--- src/rtl/csa5_chunk_sequencer.sv ---
// Wide adder that sequences 5-bit chunks, LSB first, through one shared csa_5bit.
// A carry into a chunk costs a second pass (INC) because csa_5bit has no carry-in.

module csa_5bit (
   input  logic [4:0] a,
   input  logic [4:0] b,
   output logic [4:0] sum,
   output logic       cout
);
   assign {cout, sum} = {1'b0, a} + {1'b0, b};
endmodule

// state | meaning
// IDLE  | o_ready high, adder inputs parked at 0
// ADD   | add chunk k of A and B
// INC   | add 1 to the ADD result of chunk k (incoming carry)
// DONE  | o_valid high, result held until i_ready
module csa5_chunk_sequencer #(
   parameter int OP_WIDTH = 20
) (
   input  logic                clk,
   input  logic                rst,
   input  logic                i_valid,
   output logic                o_ready,
   input  logic [OP_WIDTH-1:0] i_add_term1,
   input  logic [OP_WIDTH-1:0] i_add_term2,
   input  logic                i_cin,
   output logic                o_valid,
   input  logic                i_ready,
   output logic [OP_WIDTH-1:0] o_sum,
   output logic                o_cout,
   output logic [7:0]          o_cycles
);
   localparam int NUM_CHUNKS = OP_WIDTH / 5;
   localparam logic [3:0] K_LAST = 4'(NUM_CHUNKS - 1);

   if ((OP_WIDTH % 5) != 0 || OP_WIDTH < 5 || OP_WIDTH > 40) begin : g_bad_width
      $error("csa5_chunk_sequencer: OP_WIDTH must be a multiple of 5 in 5..40");
   end

   typedef enum logic [1:0] {IDLE, ADD, INC, DONE} state_t;

   state_t              state;
   logic [OP_WIDTH-1:0] a_q;
   logic [OP_WIDTH-1:0] b_q;
   logic [OP_WIDTH-1:0] res;
   logic [OP_WIDTH-1:0] res_next;
   logic [3:0]          k;
   logic [7:0]          cnt;
   logic                c;
   logic                tc;
   logic [4:0]          tmp;
   logic [4:0]          add_a;
   logic [4:0]          add_b;
   logic [4:0]          add_sum;
   logic                add_cout;
   logic                wb_c;

   assign o_ready = (state == IDLE) & ~rst;

   // Operands shift right on every advance, so the active chunk is always bits [4:0].
   always_comb begin
      add_a = 5'd0;
      add_b = 5'd0;
      case (state)
         ADD: begin
            add_a = a_q[4:0];
            add_b = b_q[4:0];
         end
         INC: begin
            add_a = tmp;
            add_b = 5'd1;
         end
         default: ;
      endcase
   end

   csa_5bit u_csa (
      .a    (add_a),
      .b    (add_b),
      .sum  (add_sum),
      .cout (add_cout)
   );

   // Result fills from the top; after NUM_CHUNKS writes chunk 0 sits at bits [4:0].
   if (OP_WIDTH == 5) begin : g_res_one
      assign res_next = add_sum;
   end else begin : g_res_many
      assign res_next = {add_sum, res[OP_WIDTH-1:5]};
   end

   assign wb_c = (state == INC) ? (tc | add_cout) : add_cout;

   always_ff @(posedge clk) begin
      if (rst) begin
         state    <= IDLE;
         a_q      <= '0;
         b_q      <= '0;
         res      <= '0;
         k        <= '0;
         cnt      <= '0;
         c        <= 1'b0;
         tc       <= 1'b0;
         tmp      <= '0;
         o_valid  <= 1'b0;
         o_sum    <= '0;
         o_cout   <= 1'b0;
         o_cycles <= '0;
      end else begin
         case (state)
            IDLE: begin
               if (i_valid) begin
                  a_q   <= i_add_term1;
                  b_q   <= i_add_term2;
                  c     <= i_cin;
                  k     <= '0;
                  cnt   <= '0;
                  state <= ADD;
               end
            end
            ADD, INC: begin
               cnt <= cnt + 8'd1;
               if (state == ADD && c) begin
                  tmp   <= add_sum;
                  tc    <= add_cout;
                  state <= INC;
               end else begin
                  res <= res_next;
                  c   <= wb_c;
                  if (k == K_LAST) begin
                     state    <= DONE;
                     o_valid  <= 1'b1;
                     o_sum    <= res_next;
                     o_cout   <= wb_c;
                     o_cycles <= cnt + 8'd1;
                  end else begin
                     k     <= k + 4'd1;
                     a_q   <= a_q >> 5;
                     b_q   <= b_q >> 5;
                     state <= ADD;
                  end
               end
            end
            DONE: begin
               if (i_ready) begin
                  o_valid <= 1'b0;
                  state   <= IDLE;
               end
            end
            default: state <= IDLE;
         endcase
      end
   end
endmodule

--- config.mk ---
export PLATFORM = sky130hd
export DESIGN_NAME = csa5_chunk_sequencer
export DESIGN_NICKNAME = d
export VERILOG_FILES = /design/src/rtl/csa5_chunk_sequencer.sv
export SDC_FILE = /design/constraint.sdc
export NUM_CORES = 1
export LEC_CHECK = 0
export CORE_ASPECT_RATIO = 1.2
export CORE_UTILIZATION = 56
export CTS_BUF_LIST = sky130_fd_sc_hd__clkbuf_4
export CTS_CLUSTER_DIAMETER = 150
export CTS_CLUSTER_SIZE = 8
export DETAILED_ROUTE_END_ITERATION = 10
export HOLD_SLACK_MARGIN = 0.12
export PLACE_DENSITY = 0.95
export RECOVER_POWER = 50
export SYNTH_ARGS = -nofsm -noshare
export SYNTH_HDL_FRONTEND = slang
export SYNTH_SLANG_ARGS = --single-unit
--- constraint.sdc ---
create_clock -name clk -period 3.5 [get_ports clk]
set_clock_uncertainty 0.15 [all_clocks]
set_input_delay 0.35 -clock clk [delete_from_list [all_inputs] [get_ports clk]]
set_output_delay 0.35 -clock clk [all_outputs]
set_load 0.05 [all_outputs]
Word level (Yosys, flattened, before mapping). Cells that the tools add are included.

$add $sub $neg: 3. Equality and inequality tests: 9. Mux-type cells: 29. Bitwise operators: 4. Reduce and logical (&&, ||, !) cells: 13.

Operator list (number): 20-bit 2-to-1 mux (6); 20-bit one-hot mux with 2 select lines (2); 5-bit one-hot mux with 2 select lines (2); 8-bit one-hot mux with 2 select lines (1); 4-bit 2-to-1 mux (3); 2-bit != test, second input constant (5); 8-bit by 1-bit adder with 8-bit output, second input constant (1); 2-bit 2-to-1 mux (4); 8-bit 2-to-1 mux (1); 4-bit one-hot mux with 2 select lines (1); 2-bit AND reduction (4); 4-bit AND reduction (2); 5-bit by 5-bit adder with 6-bit output (1); 1-bit 2-to-1 mux (6); 2-bit one-hot mux with 3 select lines (1); 3-bit AND reduction (2); 4-bit by 1-bit adder with 4-bit output, second input constant (1); 2-bit == test, second input constant (2); 4-bit by 2-bit == test with 1-bit output, second input constant (1); 1-bit one-hot mux with 2 select lines (2); 2-bit nonzero test (2); 2-bit by 1-bit == test with 1-bit output, second input constant (1); 2-bit logical NOT (1); 1-bit inverter (2); 4 further kinds (4).

Flip-flop bits (word level): 111. Input port bits: 45.

Logic depth before layout (Yosys ltp). Gate-level depths: netlist of run 1.

Depth in word-level cells: 7. Gate-level depth with buffers: 13. Depth with buffers taken out: 11.

Cells and area by module. From an unflattened synthesis of run 1, not the netlist that was laid out.

Cell total of the unflattened synthesis: 530. Area total of the unflattened synthesis: 4719.5 um2.

By module, submodules not included: csa5_chunk_sequencer (instances 1, cells each 507, area an instance 4539.4 um2); csa_5bit (instances 1, cells each 23, area an instance 180.2 um2).

Least setup slack after synthesis of run 1. No wires, ideal clock.

Path kind: reg2reg. Start: reg state[1]. End: reg tmp[4]. Arrival: 2.572 ns. Required time: 3.228 ns. Slack: 0.656 ns. Cell stages (with the launch flop): 12. Cells stage by stage: dfxtp_1 > inv_1 > ha_1 > buf_4 > clkbuf_1 > and2_1 > inv_1 > fa_1 > nor2b_1 > o21ai_0 > nor4b_1 > a311o_1.

Word-level cells in the longest chain between the ends: 3.

RTL lines: start, declared (RTL line 43) `state_t state;`; start signal, assigned (RTL line 96) `state <= IDLE;`; start signal, assigned (RTL line 118) `state <= ADD;`; start signal, assigned (RTL line 126) `state <= INC;`; 2-bit == test / 2-bit by 1-bit == test with 1-bit output (equally long branches) (RTL line 65, 110, 123); 5-bit one-hot mux with 2 select lines, or another cell as far along (RTL line 65) `case (state)`; 5-bit by 5-bit adder with 6-bit output / 2-bit AND reduction (equally long branches); end signal, assigned (RTL line 124) `tmp <= add_sum;`; end, declared (RTL line 52) `logic [4:0] tmp;`.

Several ways; a longest one is shown, not always the timed one. A chain may end at the register's enable or synchronous reset.

Final worst setup path of run 1.
Start: reg state[0]. End: reg a_q[2].

Word-level cells in the longest chain between the ends: 4.

RTL lines: 2-bit == test / 2-bit by 1-bit == test with 1-bit output (equally long branches) (RTL line 110, 123); 2-bit OR reduction / 1-bit logical AND (equally long branches) (RTL line 110, 123); 2-bit != test (no source line) / 2-bit nonzero test (equally long branches); 4-bit AND reduction (no source line); end signal, assigned (RTL line 113) `a_q <= i_add_term1;`; end signal, assigned (RTL line 138) `a_q <= a_q >> 5;`; end, declared (RTL line 44) `logic [OP_WIDTH-1:0] a_q;`.

Several ways; a longest one is shown, not always the timed one.

==> reports/qor.csv, run 1 <==
stage;metric;value;unit
critical_path;rrSetupSlack;290;ps
hold_path;min_delay_path_depth;3;
timing;finalHoldViolations;0;
finish;area_delta_synth_final;18.78;%
floorplan;fp-row-count;36;
logic_synthesis;ys_warn_count;0;
clock_network;clkLatencyLatePin;480;ps
global_routing;grt_pass1_vias;4034;
finish;regArea;2122;µm²
outcome;status;finished, final reports clean;
floorplan;ios;76;
critical_path;critPathRequiredTime;3700;ps
finish;antenna_cells;0;
critical_path;crit_type;register to register;
clock_network;post_cts_buffers;0;
power;peakVddDrop;0.0001931;V
clock_network;cts_tree;built;
timing;final.min_clock_period;3207;ps
hold_path;hold_path.class;input pin to register;
critical_path;arrival;3410;ps
logic_synthesis;ys_seq_elements;106;
logic_synthesis;synth_edf_count;0;
floorplan;die_w;86.83;µm
timing;rsz0062_at_grt;no;
timing;whs;278.9;ps
job;maxCapViolCount;0;
finish;fillers;582;
placed_design;finalWeightedCongestion;0.8746;
floorplan;core_region_area;8243;µm²
hold_path;min-delay-start;i_add_term1[18];
critical_path;crit_start;state[0]$_SDFFE_PP0P_;
power;leakagePower;2.150;nW
critical_path;critPathLaunchType;register;
routing;firstDrtPassIters;4;
timing;fin_crit_sh;0.9164;
timing;slew_headroom;0.4507;
logic_synthesis;synth-main-ff-cell;dfxtp_1;
timing;tns;0;ps
critical_path;crit_path_end_kind;register;
global_routing;grt.total_usage;0.2589;
logic_synthesis;synth_nets;598;
clock_network;cts_root_buffer;clkbuf_4;
routing;wl_per_cell;15.69;µm
timing;fmax;0.3118;GHz
logic_synthesis;netlist_area;4836;µm²
logic_synthesis;synth.yosys.seq_area_share;0.4388;
finish;multi_input_area;2480;µm²
routing;vias;4131;
global_routing;grt_max_degree;53;
critical_path;rr_worst_depth;9;
global_routing;grt_first_pass_wirelength;18530;µm
timing;slew_violations;0;
timing;setup_viol;0;
clock_network;cts_buffers;9;
power;power_density;419.9;nW/µm²
critical_path;r2r_end;a_q[2]$_SDFFE_PP0P_;
logic_synthesis;syn_avg_cell_area;8.955;µm²
clock_network;clk_pin_slew;160;ps
global_routing;grt-ovfl-total;0;
routing;drt-initial-drc-count;260;
critical_path;r2r-start;state[0]$_SDFFE_PP0P_;
floorplan;dieArea;9013;µm²
placed_design;dp_hpwl;7757;µm
logic_synthesis;synthCells;540;
hold_path;min_to;a_q[18]$_SDFFE_PP0P_;
clock_network;clkSinkCount;106;
finish;fin_util;0.6969;
finish;fin_cells;717;
floorplan;initial_utilization;0.5867;
clock_network;hold_buffers;1;
routing;drc_errors;0;
global_routing;antenna_found_initial;0;
logic_synthesis;synth.distinct_cells;50;
placed_design;placed_cells_incl_taps;700;
power;finalPower;0.002412;W
clock_network;htreeDepth;3;
logic_synthesis;synthArstFlopShare;0;
routing;drt-total-wl;11250;µm
routing;viasPerCell;5.762;
timing;tightestPinTransition;823.9;ps
finish;drive_above_1_share;0.1012;
floorplan;fp.dieH;103.8;µm
placed_design;port_buffers;75;
finish;fin_nets;656;
routing;ant_nets;0;
clock_network;clock_path_buffers;2;
clock_network;ctsResizeCount;0;
critical_path;critPathMaxFanout;30;
-- metal layers --
| metal | vias to the layer above | GRT usage | part of all wire |
|---|---|---|---|
| met3 | 24 | 0.04940 | 0.054 |
| met1 | 1962 | 0.3003 | 0.41 |
| met5 | - | 0 | 0 |
| met2 | 130 | 0.4426 | 0.51 |
| met4 | 0 | 0.1369 | 0.025 |
| li1 | 2015 | - | - |
-- final cells by class --
cell class | instances | share of cell area
tap | 114 | 0.02483
clock buffer | 9 | 0.01176
timing repair buffer | 85 | 0.1422
multi-input combinational | 386 | 0.4317
clock inverter | 7 | 0.01350
inverter | 10 | 0.006535
sequential | 106 | 0.3694
-- layout by cell type, fill, tap and decap left out, types with 2 or more instances in the layout --
master             n
dfxtp_1          106
nand2_1           89
a21oi_1           54
nor2_1            53
clkdlybuf4s50_1   43
mux2i_1           32
dlygate4sd3_1     32
a211oi_2          29
nand3_1           20
a211oi_1          13
ha_1              11
inv_1             10
clkbuf_4           9
and3_1             7
o21ai_0            7
buf_4              7
a22oi_1            5
nor2b_1            5
a31oi_1            5
xnor2_1            4
or3_1              4
nor3b_1            4
a21oi_2            3
nand2b_1           3
xor2_1             3
nor4b_1            3
a311o_1            3
clkinv_4           3
nand3b_1           2
and4_1             2
a211o_1            2
o211ai_1           2
nor3_1             2
a221o_1            2
clkbuf_2           2
-- cells in the mapped netlist, types with 3 or more instances --
master	n	area, µm²
a211oi_2	30	375.4
xor2_1	3	26.28
o21ai_0	7	35.03
a21oi_1	55	275.3
clkbuf_1	14	52.55
buf_1	4	15.01
dfxtp_1	106	2122
a22oi_1	5	37.54
a211oi_1	12	90.09
xnor2_1	4	35.03
mux2i_1	32	320.3
nor2b_1	5	31.28
a311o_1	3	30.03
buf_4	9	67.56
nor2_1	53	198.9
inv_1	9	33.78
and3_1	8	50.05
ha_1	12	150.1
nand2_1	89	334.1
a31oi_1	5	31.28
nand2b_1	3	18.77
or3_1	4	25.02
nor4b_1	3	26.28
nand3_1	20	100.1
nor3b_1	4	30.03
buf_2	9	45.04
-- worst max path at each step --
stage                     slack, ps  cells past startpoint                      to
final                           290                      9     a_q[2]$_SDFFE_PP0P_
after global routing            120                      9     b_q[7]$_SDFFE_PP0P_
after CTS                       510                      9  o_sum[19]$_SDFFE_PP0P_
after detailed placement        520                     11    res[19]$_SDFFE_PP0P_
after global placement          660                      9  o_sum[19]$_SDFFE_PP0P_
after floorplan                 660                     11     tmp[4]$_SDFFE_PP0P_
-- power breakdown --
group	internal, W	switching [W]
Combinational	0.000184	0.000265
Sequential	0.00128	0.0000452
Clock	0.000223	0.000419
Total	0.00168	0.000729
-- sequential cells by signal, indices dropped and copies added, names as in the netlist --
register / flops
a_q: 20
b_q: 20
c: 1
cnt: 8
k: 4
o_cout: 1
o_cycles: 8
o_sum: 20
o_valid: 1
res: 15
state: 2
tc: 1
tmp: 5
-- cell families after synthesis --
group	share of synthesized area
xor+xnor	0.01268
buf+inv	0.04890
mux	0.06934
compound gates	0.2114
flops	0.4388
simple gates	0.1837
fa+ha+maj	0.03519
-- critical path, stage by stage, from the launching register on --
cell and delay (ps):
dfxtp_1 410, inv_1 110, ha_2 330, buf_4 230, buf_4 470, nand4bb_1 280, and3_2 260, clkbuf_2 420
nor2_1 310, a211oi_2 80
-- through the flow --
step	worst slack (ps)	area [µm²]
finish	292.7	5744
global route	121.4	5744
CTS	507.8	5758
detailed placement	524.9	5603
global placement	655.4	5603
floorplan	656.3	4836
(Power assumes the default switching activity.)
==> run 2, diff against run 1 <==
Settings changed: CORE_UTILIZATION 56 to 30, PLACE_DENSITY 0.95 to 0.56.
==> reports/qor.csv, run 2 (synthesized netlist as in run 1, its figures left out) <==
stage;metric;value;unit
finish;drive_above_1_share;0.1047;
clock_network;clkSinkCount;106;
finish;reg.largest.list;a_q x20, b_q x20, o_sum x20;
routing;drt-total-wl;12380;µm
critical_path;crit_path_end_kind;register;
timing;final.min_clock_period;3156;ps
global_routing;antenna_found_initial;1;
job;maxCapViolCount;0;
floorplan;die_w;117.9;µm
routing;vias;3982;
global_routing;grt-ovfl-total;0;
finish;final_cell_mix;dfxtp_1, nand2_1, a21oi_1, nor2_1, clkdlybuf4s50_1;
clock_network;post_cts_buffers;0;
power;power_density;424.7;nW/µm²
timing;fin_crit_sh;0.9016;
timing;slew_violations;0;
critical_path;critPathLaunchType;register;
critical_path;critPathRequiredTime;3720;ps
clock_network;clock_path_buffers;2;
clock_network;cts_root_buffer;clkbuf_4;
critical_path;cpMaxStageDelayCell;ha_2;
global_routing;grt-busiest-layer;met2;
floorplan;core_region_area;15700;µm²
global_routing;grt_max_degree;62;
critical_path;arrival;3380;ps
critical_path;rrSetupSlack;340;ps
routing;firstDrtPassIters;4;
power;finalPower;0.002499;W
routing;wl_per_cell;15.26;µm
clock_network;hold_buffers;0;
hold_path;hold_path.class;input pin to register;
finish;area_delta_synth_final;21.68;%
routing;viasPerCell;4.910;
global_routing;use_met2;0.2666;
placed_design;placed_cell_area;5720;µm²
timing;tns;0;ps
clock_network;clkLatencyLatePin;470;ps
outcome;status;finished, final reports clean;
routing;ant_nets;0;
clock_network;cts_buffers;9;
critical_path;slowest_delay;500;ps
clock_network;htreeDepth;3;
global_routing;grtUsageMet1;0.1782;
clock_network;cts_tree;built;
finish;fin_nets;655;
hold_path;min-delay-start;i_add_term1[15];
placed_design;placed_cells_incl_taps;794;
finish;fin_cells;811;
timing;fmax;0.3169;GHz
global_routing;grt.total_usage;0.1528;
global_routing;use_met3;0.03479;
floorplan;dieArea;16630;µm²
timing;tightestPinTransition;794.9;ps
clock_network;ctsResizeCount;0;
critical_path;r2r-start;state[1]$_SDFFE_PP0P_;
clock_network;clk_pin_slew;160;ps
global_routing;grt_first_pass_wirelength;20230;µm
floorplan;fp-row-count;50;
power;leakagePower;2.164;nW
routing;drc_errors;0;
critical_path;crit_type;register to register;
critical_path;crit_start;state[1]$_SDFFE_PP0P_;
timing;rsz0062_at_grt;no;
critical_path;path_cells;inv_1 -> ha_2 -> buf_4 -> and3_1 -> ha_1 -> nor2b_1 -> o21ai_0 -> nand2b_1 -> a311o_1;
floorplan;ios;76;
global_routing;grt_pass1_vias;4032;
routing;drt-initial-drc-count;238;
timing;finalHoldViolations;0;
timing;slew_headroom;0.4701;
floorplan;initial_utilization;0.3080;
finish;final_area;5884;µm²
timing;setup_viol;0;
power;peakVddDrop;0.0001327;V
finish;final_common_cell;dfxtp_1;
critical_path;critPathMaxFanout;22;
placed_design;port_buffers;75;
floorplan;fp.dieH;141.1;µm
placed_design;finalWeightedCongestion;0.8818;
placed_design;dp_hpwl;8818;µm
-- run 2: cell count changes in the layout (fill, tap and decap cells not counted), sizes merged --
cell	delta
buf	+2
clkbuf	-2
dlygate4sd3	-2
bufinv	+1
clkdlybuf4s50	+1
clkinv	-1
clkinvlp	-1
diode	+1
inv	+1
-- run 2: routing by layer --
metal,vias to the layer above,share of wire
met2,61,0.50
met1,1883,0.44
met3,24,0.037
met4,0,0.025
met5,-,0
li1,2014,-
-- run 2: layout make-up --
| type | count | area, µm² |
|---|---|---|
| inverter | 10 | 37.54 |
| clock buffer | 9 | 67.56 |
| clock inverter | 7 | 100.1 |
| antenna | 1 | 2.502 |
| sequential | 106 | 2122 |
| multi-input combinational | 386 | 2481 |
| fill | 1584 | 9818 |
| tap | 208 | 260.3 |
| timing repair buffer | 84 | 813.3 |
-- run 2: metrics by stage --
step	hold WS, ps	util	worst slack (ps)
final	293.5	0.3747	344.4
after global routing	310.7	0.3747	192.8
after CTS	273.5	0.3750	374.9
after detailed placement	296.4	0.3643	390.7
after global placement	290.1	0.3643	572.4
after floorplan	281.6	-	656.3
-- run 2: worst max-delay path, delay by kind of cell (launching register included) --
family | cells | cell delay [ps]
compound gates | 2 | 690
buf+inv | 2 | 490
flops | 1 | 410
fa+ha+maj | 2 | 780
simple gates | 3 | 540
-- run 2: path summary, 6_finish.rpt --
path / to / depth (start not counted)
hold reg to reg: o_sum[15]$_SDFFE_PP0P_ / 2
setup reg to reg: o_sum[19]$_SDFFE_PP0P_ / 9
hold / removal: a_q[15]$_SDFFE_PP0P_ / 3
setup / recovery: o_sum[19]$_SDFFE_PP0P_ / 9
-- run 2: report_power, final --
group / internal [W] / leakage [nW] / switching (W)
sequential: 0.00128 / 0.863 / 0.0000450
clock: 0.000297 / 0.0909 / 0.000427
combinational: 0.000188 / 1.21 / 0.000266
